--- src/rtl/synth_pkg.sv ---
// Shared constants, state encoding and register-image helpers for the synth_regs SPI register bank.
package synth_pkg;

  typedef enum logic [1:0] {
    IDLE = 2'd0,
    CMD  = 2'd1,
    DATA = 2'd2,
    DONE = 2'd3
  } state_t;

  localparam logic [6:0] ADDR_CTRL    = 7'h00;
  localparam logic [6:0] ADDR_ADSR_AI = 7'h01;
  localparam logic [6:0] ADDR_ADSR_DI = 7'h02;
  localparam logic [6:0] ADDR_ADSR_S  = 7'h03;
  localparam logic [6:0] ADDR_ADSR_RI = 7'h04;
  localparam logic [6:0] ADDR_OSC0    = 7'h05;
  localparam logic [6:0] ADDR_OSC1    = 7'h06;
  localparam logic [6:0] ADDR_OSC2    = 7'h07;
  localparam logic [6:0] ADDR_OSC3    = 7'h08;
  localparam logic [6:0] ADDR_FA_LO   = 7'h09;
  localparam logic [6:0] ADDR_FA_HI   = 7'h0A;
  localparam logic [6:0] ADDR_FB_LO   = 7'h0B;
  localparam logic [6:0] ADDR_FB_HI   = 7'h0C;
  localparam logic [6:0] ADDR_ID      = 7'h7F;

  localparam logic [7:0]  RST_CTRL     = 8'h00;
  localparam logic [7:0]  RST_ADSR_AI  = 8'h08;
  localparam logic [7:0]  RST_ADSR_DI  = 8'h08;
  localparam logic [7:0]  RST_ADSR_S   = 8'h80;
  localparam logic [7:0]  RST_ADSR_RI  = 8'h08;
  localparam logic [31:0] RST_OSC      = 32'h0000_005A;
  localparam logic [15:0] RST_FILTER_A = 16'h4000;
  localparam logic [15:0] RST_FILTER_B = 16'h4000;
  localparam logic [7:0]  ID_VALUE     = 8'hCD;

  typedef struct packed {
    logic        trig;
    logic [7:0]  adsr_ai;
    logic [7:0]  adsr_di;
    logic [7:0]  adsr_s;
    logic [7:0]  adsr_ri;
    logic [31:0] osc_count;
    logic [15:0] filter_a;
    logic [15:0] filter_b;
  } cfg_t;

  localparam cfg_t CFG_RESET = '{
    trig:      RST_CTRL[0],
    adsr_ai:   RST_ADSR_AI,
    adsr_di:   RST_ADSR_DI,
    adsr_s:    RST_ADSR_S,
    adsr_ri:   RST_ADSR_RI,
    osc_count: RST_OSC,
    filter_a:  RST_FILTER_A,
    filter_b:  RST_FILTER_B
  };

  // Multi-byte fields read back their committed value, never the staging shadow.
  function automatic logic [7:0] read_byte(input cfg_t c, input logic [6:0] a);
    logic [7:0] r;
    r = 8'h00;
    case (a)
      ADDR_CTRL:    r = {7'b0, c.trig};
      ADDR_ADSR_AI: r = c.adsr_ai;
      ADDR_ADSR_DI: r = c.adsr_di;
      ADDR_ADSR_S:  r = c.adsr_s;
      ADDR_ADSR_RI: r = c.adsr_ri;
      ADDR_OSC0:    r = c.osc_count[7:0];
      ADDR_OSC1:    r = c.osc_count[15:8];
      ADDR_OSC2:    r = c.osc_count[23:16];
      ADDR_OSC3:    r = c.osc_count[31:24];
      ADDR_FA_LO:   r = c.filter_a[7:0];
      ADDR_FA_HI:   r = c.filter_a[15:8];
      ADDR_FB_LO:   r = c.filter_b[7:0];
      ADDR_FB_HI:   r = c.filter_b[15:8];
      ADDR_ID:      r = ID_VALUE;
      default:      r = 8'h00;
    endcase
    return r;
  endfunction

endpackage

--- src/rtl/synth_regs_sync2.sv ---
// Two-flop synchronizer with asynchronous active-low reset and a selectable reset level.
module sync2 #(
  parameter logic RESET_VAL = 1'b0
) (
  input  logic clk,
  input  logic rst_n,
  input  logic d,
  output logic q
);

  logic meta;

  always_ff @(posedge clk or negedge rst_n) begin
    if (!rst_n) begin
      meta <= RESET_VAL;
      q    <= RESET_VAL;
    end else begin
      meta <= d;
      q    <= meta;
    end
  end

endmodule

--- src/rtl/synth_regs.sv ---
// SPI-slave (mode 0) configuration register bank feeding synth; multi-byte fields commit atomically.
// Build option: define SYNTH_REGS_READBACK_EN to build the read shifter and drive register data on miso.
module synth_regs
  import synth_pkg::*;
(
  input  logic        clk,
  input  logic        rst_n,
  input  logic        sclk,
  input  logic        cs_n,
  input  logic        mosi,
  output logic        miso,
  output logic        trig,
  output logic [7:0]  adsr_ai,
  output logic [7:0]  adsr_di,
  output logic [7:0]  adsr_s,
  output logic [7:0]  adsr_ri,
  output logic [31:0] osc_count,
  output logic [15:0] filter_a,
  output logic [15:0] filter_b
);

  logic sclk_s;
  logic cs_s;
  logic mosi_s;

  sync2 #(.RESET_VAL(1'b0)) u_sync_sclk (
    .clk   (clk),
    .rst_n (rst_n),
    .d     (sclk),
    .q     (sclk_s)
  );

  // Resetting chip-select low means a frame already running at reset release never shows a falling edge.
  sync2 #(.RESET_VAL(1'b0)) u_sync_cs (
    .clk   (clk),
    .rst_n (rst_n),
    .d     (cs_n),
    .q     (cs_s)
  );

  sync2 #(.RESET_VAL(1'b0)) u_sync_mosi (
    .clk   (clk),
    .rst_n (rst_n),
    .d     (mosi),
    .q     (mosi_s)
  );

  logic sclk_d;
  logic cs_d;
  logic sclk_rise;
  logic mosi_q;
  logic cs_fall;
  logic cs_rise;

  always_ff @(posedge clk or negedge rst_n) begin
    if (!rst_n) begin
      sclk_d    <= 1'b0;
      cs_d      <= 1'b0;
      sclk_rise <= 1'b0;
      mosi_q    <= 1'b0;
    end else begin
      sclk_d    <= sclk_s;
      cs_d      <= cs_s;
      sclk_rise <= sclk_s & ~sclk_d;
      mosi_q    <= mosi_s;
    end
  end

  assign cs_fall = cs_d & ~cs_s;
  assign cs_rise = cs_s & ~cs_d;

  state_t     state;
  state_t     state_nxt;
  logic [2:0] bit_cnt;
  logic [7:0] shreg;
  logic       rw;
  logic [6:0] addr;
  logic       last_bit;

  assign last_bit = sclk_rise & (bit_cnt == 3'd7);

  always_ff @(posedge clk or negedge rst_n) begin
    if (!rst_n) state <= IDLE;
    else        state <= state_nxt;
  end

  always_comb begin
    state_nxt = state;
    if (cs_rise) begin
      state_nxt = IDLE;
    end else begin
      case (state)
        IDLE:    if (cs_fall) state_nxt = CMD;
        CMD:     if (last_bit) state_nxt = DATA;
        DATA:    if (last_bit) state_nxt = DONE;
        default: state_nxt = state;
      endcase
    end
  end

  // The 3-bit counter wraps to zero on the eighth bit, so DATA starts counting afresh.
  always_ff @(posedge clk or negedge rst_n) begin
    if (!rst_n) begin
      bit_cnt <= 3'd0;
      shreg   <= 8'h00;
      rw      <= 1'b0;
      addr    <= 7'h00;
    end else if (state == IDLE) begin
      bit_cnt <= 3'd0;
    end else if (((state == CMD) || (state == DATA)) && sclk_rise) begin
      shreg   <= {shreg[6:0], mosi_q};
      bit_cnt <= bit_cnt + 3'd1;
      if ((state == CMD) && (bit_cnt == 3'd7)) begin
        rw   <= shreg[6];
        addr <= {shreg[5:0], mosi_q};
      end
    end
  end

  logic       wr_en;
  logic [7:0] wr_data;

  assign wr_en   = (state == DATA) & last_bit & ~rw;
  assign wr_data = {shreg[6:0], mosi_q};

  cfg_t        cfg;
  logic [23:0] osc_shadow;
  logic [7:0]  fa_shadow;
  logic [7:0]  fb_shadow;

  // Lower bytes of wide fields only stage; the top byte commits shadow and byte together.
  always_ff @(posedge clk or negedge rst_n) begin
    if (!rst_n) begin
      cfg        <= CFG_RESET;
      osc_shadow <= RST_OSC[23:0];
      fa_shadow  <= RST_FILTER_A[7:0];
      fb_shadow  <= RST_FILTER_B[7:0];
    end else if (wr_en) begin
      case (addr)
        ADDR_CTRL:    cfg.trig    <= wr_data[0];
        ADDR_ADSR_AI: cfg.adsr_ai <= wr_data;
        ADDR_ADSR_DI: cfg.adsr_di <= wr_data;
        ADDR_ADSR_S:  cfg.adsr_s  <= wr_data;
        ADDR_ADSR_RI: cfg.adsr_ri <= wr_data;
        ADDR_OSC0:    osc_shadow[7:0]   <= wr_data;
        ADDR_OSC1:    osc_shadow[15:8]  <= wr_data;
        ADDR_OSC2:    osc_shadow[23:16] <= wr_data;
        ADDR_OSC3:    cfg.osc_count     <= {wr_data, osc_shadow};
        ADDR_FA_LO:   fa_shadow         <= wr_data;
        ADDR_FA_HI:   cfg.filter_a      <= {wr_data, fa_shadow};
        ADDR_FB_LO:   fb_shadow         <= wr_data;
        ADDR_FB_HI:   cfg.filter_b      <= {wr_data, fb_shadow};
        default:      cfg <= cfg;
      endcase
    end
  end

  assign trig      = cfg.trig;
  assign adsr_ai   = cfg.adsr_ai;
  assign adsr_di   = cfg.adsr_di;
  assign adsr_s    = cfg.adsr_s;
  assign adsr_ri   = cfg.adsr_ri;
  assign osc_count = cfg.osc_count;
  assign filter_a  = cfg.filter_a;
  assign filter_b  = cfg.filter_b;

`ifdef SYNTH_REGS_READBACK_EN
  logic       sclk_fall;
  logic [7:0] rd_shift;
  logic [7:0] rd_byte;
  logic       load_read;
  logic       miso_q;

  always_ff @(posedge clk or negedge rst_n) begin
    if (!rst_n) sclk_fall <= 1'b0;
    else        sclk_fall <= ~sclk_s & sclk_d;
  end

  assign rd_byte   = read_byte(cfg, {shreg[5:0], mosi_q});
  assign load_read = (state == CMD) & last_bit & shreg[6] & ~cs_rise;

  // The falling edge before the first DATA rise is skipped so bit7 stays on the line for that sample.
  always_ff @(posedge clk or negedge rst_n) begin
    if (!rst_n) begin
      rd_shift <= 8'h00;
      miso_q   <= 1'b0;
    end else if (load_read) begin
      rd_shift <= rd_byte;
      miso_q   <= rd_byte[7];
    end else if ((state == DATA) && (state_nxt == DATA) && rw) begin
      if (sclk_fall && (bit_cnt != 3'd0)) begin
        rd_shift <= {rd_shift[6:0], 1'b0};
        miso_q   <= rd_shift[6];
      end
    end else begin
      miso_q <= 1'b0;
    end
  end

  assign miso = miso_q;
`else
  assign miso = 1'b0;
`endif

endmodule

--- config.mk ---
export PLATFORM = sky130hd
export DESIGN_NAME = synth_regs
export DESIGN_NICKNAME = d
export VERILOG_FILES = /design/src/rtl/synth_pkg.sv /design/src/rtl/synth_regs_sync2.sv /design/src/rtl/synth_regs.sv
export SDC_FILE = /design/constraint.sdc
export NUM_CORES = 1
export LEC_CHECK = 0
export ABC_AREA = 1
export CORE_AREA = 3 3 113 137
export DETAILED_ROUTE_END_ITERATION = 12
export DIE_AREA = 0 0 116 140
export GPL_TIMING_DRIVEN = 1
export PLACE_DENSITY = 0.82
export SETUP_SLACK_MARGIN = 0.5
export SLEW_MARGIN = 25
export SYNTH_ARGS = -nofsm -noshare
export SYNTH_HDL_FRONTEND = slang
export SYNTH_HIERARCHICAL = 1
export SYNTH_SLANG_ARGS = --single-unit
--- constraint.sdc ---
create_clock -name clk -period 1.6 [get_ports clk]
set_input_delay 0.32 -clock clk [delete_from_list [all_inputs] [get_ports clk]]
set_output_delay 0.32 -clock clk [all_outputs]
set_load 0.05 [all_outputs]
==> metrics.txt <==
outcome finished, violations left; failing checks negative setup slack; hold endpoint u_sync_sclk/meta$_DFF_PN0_; Worst-Margin Slew 0.779 ns; Post-DRT Antenna Nets 0; Adder-Cell Fraction of Synth Area 1.27%; ant diodes 0; Worst setup SP type flip-flop; post-synth cell types 23; number of synthesized flops with an enable pin 0; top post-synthesis cells by area dfrtp_1 (55%), nand2_1 (17%), nand3_1 (10%); DIE AREA 0.0162 mm^2; Rel. slew slack 48.1%; Iteration-0 DRC Markers 515; Reg power frac 45.4%; largest family of logic cells by synthesized area simple AND/OR/NAND/NOR gates; Compound-Gate Fraction of Synth Area 1.52%; drt wl/cell 19.4 um; drt pass-1 iters 8; beginning of the worst hold path sclk; CTS tree built; simple-gate share of the synthesized area 31.6%; clock buffer depth 2; switching part of the total 27.9%; Post-Synth XOR/XNOR Area 0%; DRC errors left 0; hold path cells 1; Crit Path Max Fanout 8; final WL 21300 um; Worst-Skew Late Latency 0.44 ns; Hold Vio Cnt, Final 0; critical path, cell by cell inv_2 -> ha_1 -> nand3_2 -> inv_4 -> nand3_4 -> o21ai_0; vias in the first global route 5760; Area Overhead vs Synth 44.3%; leakage 5.12 nW; cells on worst reg2reg path 6; first-pass GRT wire length 30300 um; gr ovfl total 0; post-layout minimum cycle time 1.83 ns; # IOs 103; initial antenna violation count 0; Initial Util 48.4%; Tcrit/Tclk final 115%; maximum clock frequency 545 MHz; switching power 2.89 mW; Critical Path RT 1.88 ns; Setup CP Type reg -> reg; input/output buffers 101; critical path's top delay family flip-flops; Synth top area share 55.4%; H-tree depth 4; Worst path slowest cell dfrtp_1; Die W 116 um; flops & latches, synth 167; RR Endpoint addr[1]$_DFFE_PN0P_; row cnt 48; gr usage total 24.0%; RSZ-0062 raised after global routing true; placed cells 1034; Non-Filler Instances 1094; Clock Tree Root clkbuf_16; Multi-input gate area 0.00280 mm^2; Reg2Reg Setup Slack -0.23 ns; synthesized cell area 0.00691 mm^2; part of the power in combinational logic 10.9%; register area share after synthesis 60.7%; setup violators final 134; Crit path largest cell delay 0.45 ns; number of fill cells 907; final setup margin -0.234 ns; cells after synthesis 759; Die Height 140 um; design internal power 7.48 mW; post-DP HPWL 10900 um; fin. max-slew vios 0; DP Worst Slack -0.0856 ns; register area 0.00420 mm^2; peak supply drop 0.657 mV; critical path arrival 2.12 ns; P per Cell Area 1040 mW/mm^2; Mapped Avg Cell Area 9.11 um^2; vias per inst 5.66; post-synth net total 771; largest net degree at the start of global routing 51; Clk pwr share 43.7%; Main synth FF type dfrtp_1; CTS Buf Count 17; vias 6195; leading area contributor after synthesis dfrtp_1; Max Cap Violations 0; Worst Setup End Kind flip-flop; R2R Path Start state[1]$_DFFE_PN0P_; Worst Path Buf+Inv 2; Post-synth ARST share 100%; ratio of cells with drive above 1 in the final layout 32.8%; mux share of post-synthesis cell area 0%; Nets 918; Yosys warnings 6; clock slew at reported path FFs 0.07 ns; Hold Crit Class in -> reg; clock skew 0.00988 ns; Final GP Congestion 0.848; CORE AREA 0.0143 mm^2; Sink Count 167
## power by group through the flow
stage / Sequential (mW) / Combinational (mW) / Clock, mW
2_1_floorplan: 4.51 / 0.562 / 0
3_3_place_gp: 4.71 / 0.823 / 0
3_5_place_dp: 4.72 / 0.862 / 0
4_1_cts: 4.65 / 1.01 / 4.47
5_1_grt: 4.69 / 1.21 / 4.73
6_report: 4.71 / 1.13 / 4.53
## cell type report
class | count | area share (%)
inverters | 29 | 1.12
clock buffers | 21 | 4.82
multi-input cells | 528 | 28.1
well taps | 175 | 2.19
repair buffers | 163 | 20.0
clock inverters | 11 | 1.71
flip-flops and latches | 167 | 42.1
## cell families (layout without fill, tap and decap cells)
| logic type | count (synthesis) | after routing |
|---|---|---|
| compound gates | 21 | 21 |
| other cells | 1 | 1 |
| fa+ha+maj | 7 | 7 |
| buf+inv | 67 | 224 |
| simple gates | 496 | 499 |
| flops | 167 | 167 |
## how the worst max path moves through the flow
stage,cells past startpoint,endpoint,slack (ns),from
after floorplan,9,filter_a[10]$_DFFE_PN0P_,0.13,bit_cnt[0]$_DFFE_PN0P_
after global placement,8,filter_b[8]$_DFFE_PN0P_,-0.003,state[0]$_DFFE_PN0P_
after detailed placement,8,filter_a[15]$_DFFE_PN0P_,-0.09,bit_cnt[1]$_DFFE_PN0P_
after CTS,9,adsr_ai[2]$_DFFE_PN0P_,-0.09,bit_cnt[0]$_DFFE_PN0P_
after global routing,6,addr[1]$_DFFE_PN0P_,-0.26,state[1]$_DFFE_PN0P_
final,6,addr[1]$_DFFE_PN0P_,-0.23,state[1]$_DFFE_PN0P_
## worst register-to-register path, cell delays in order, from the launching register on
cell     delay, ns
dfrtp_1       0.45
inv_2         0.08
ha_1          0.33
nand3_2       0.13
inv_4         0.11
nand3_4       0.14
o21ai_0       0.43
## registers in the layout, indices dropped and copies added, names as in the netlist, 3 cells and up
name        flops
fa_shadow       8
adsr_ri         8
adsr_ai         8
bit_cnt         3
adsr_s          8
addr            7
osc_count      32
fb_shadow       8
filter_b       16
adsr_di         8
osc_shadow     24
filter_a       16
shreg           7
## layout by cell type, fill, tap and decap left out, drive strengths merged
| cell | netlist | layout |
|---|---|---|
| nor2 | 26 | 26 |
| bufinv | 0 | 4 |
| dfrtp | 153 | 153 |
| ha | 7 | 7 |
| nand3 | 144 | 147 |
| conb | 1 | 1 |
| clkinvlp | 0 | 3 |
| dfstp | 14 | 14 |
| nor2b | 1 | 1 |
| buf | 25 | 155 |
| nand2 | 324 | 324 |
| inv | 29 | 29 |
| dlygate4sd3 | 0 | 1 |
| nand4 | 1 | 1 |
| clkbuf | 13 | 25 |
| clkinv | 0 | 4 |
| o21ai | 20 | 20 |
| a21oi | 1 | 1 |
| clkdlybuf4s50 | 0 | 3 |
## per-layer routing
metal  GRT usage (%)  vias to the layer above  share of wire (%)
met5               0                        -                  0
met4            9.65                        0                5.5
met3            5.66                      114                7.3
met2            39.8                      348                 50
met1            30.3                     3007                 38
li1                -                     2726                  -
## through the flow
| step | area [um^2] | util (%) | hold WS [ns] | power, mW | TNS (ns) |
|---|---|---|---|---|---|
| final | 9980 | 69.8 | 0.315 | 10.4 | -16.07 |
| after global routing | 9980 | 69.8 | 0.317 | 10.6 | -22.23 |
| after CTS | 9530 | 66.7 | 0.317 | 10.1 | -4.78 |
| after detailed placement | 8550 | 59.8 | 0.272 | 5.58 | -4.83 |
| after global placement | 8550 | 59.8 | 0.266 | 5.53 | -0.0102 |
| after floorplan | 7030 | - | 0.0244 | 5.07 | 0 |
## synth_stat cells, types with 7 or more instances
| cell | n |
|---|---|
| buf_2 | 15 |
| clkbuf_1 | 13 |
| dfrtp_1 | 153 |
| dfstp_2 | 14 |
| ha_1 | 7 |
| inv_1 | 28 |
| nand2_1 | 312 |
| nand2_2 | 7 |
| nand3_1 | 143 |
| nor2_1 | 11 |
| nor2_2 | 9 |
| o21ai_0 | 20 |
## what timing repair did
| action | in CTS | in global routing |
|---|---|---|
| setup endpoints to repair | 254 | 301 |
| pin swaps | 11 | 24 |
| hold buffers | 1 | 0 |
| resized for setup | 36 | 69 |
| gates cloned | 4 | 5 |
| hold endpoints to repair | 35 | 0 |
| setup buffers | 12 | 6 |
Note: power is estimated with default switching activity, not from simulation.
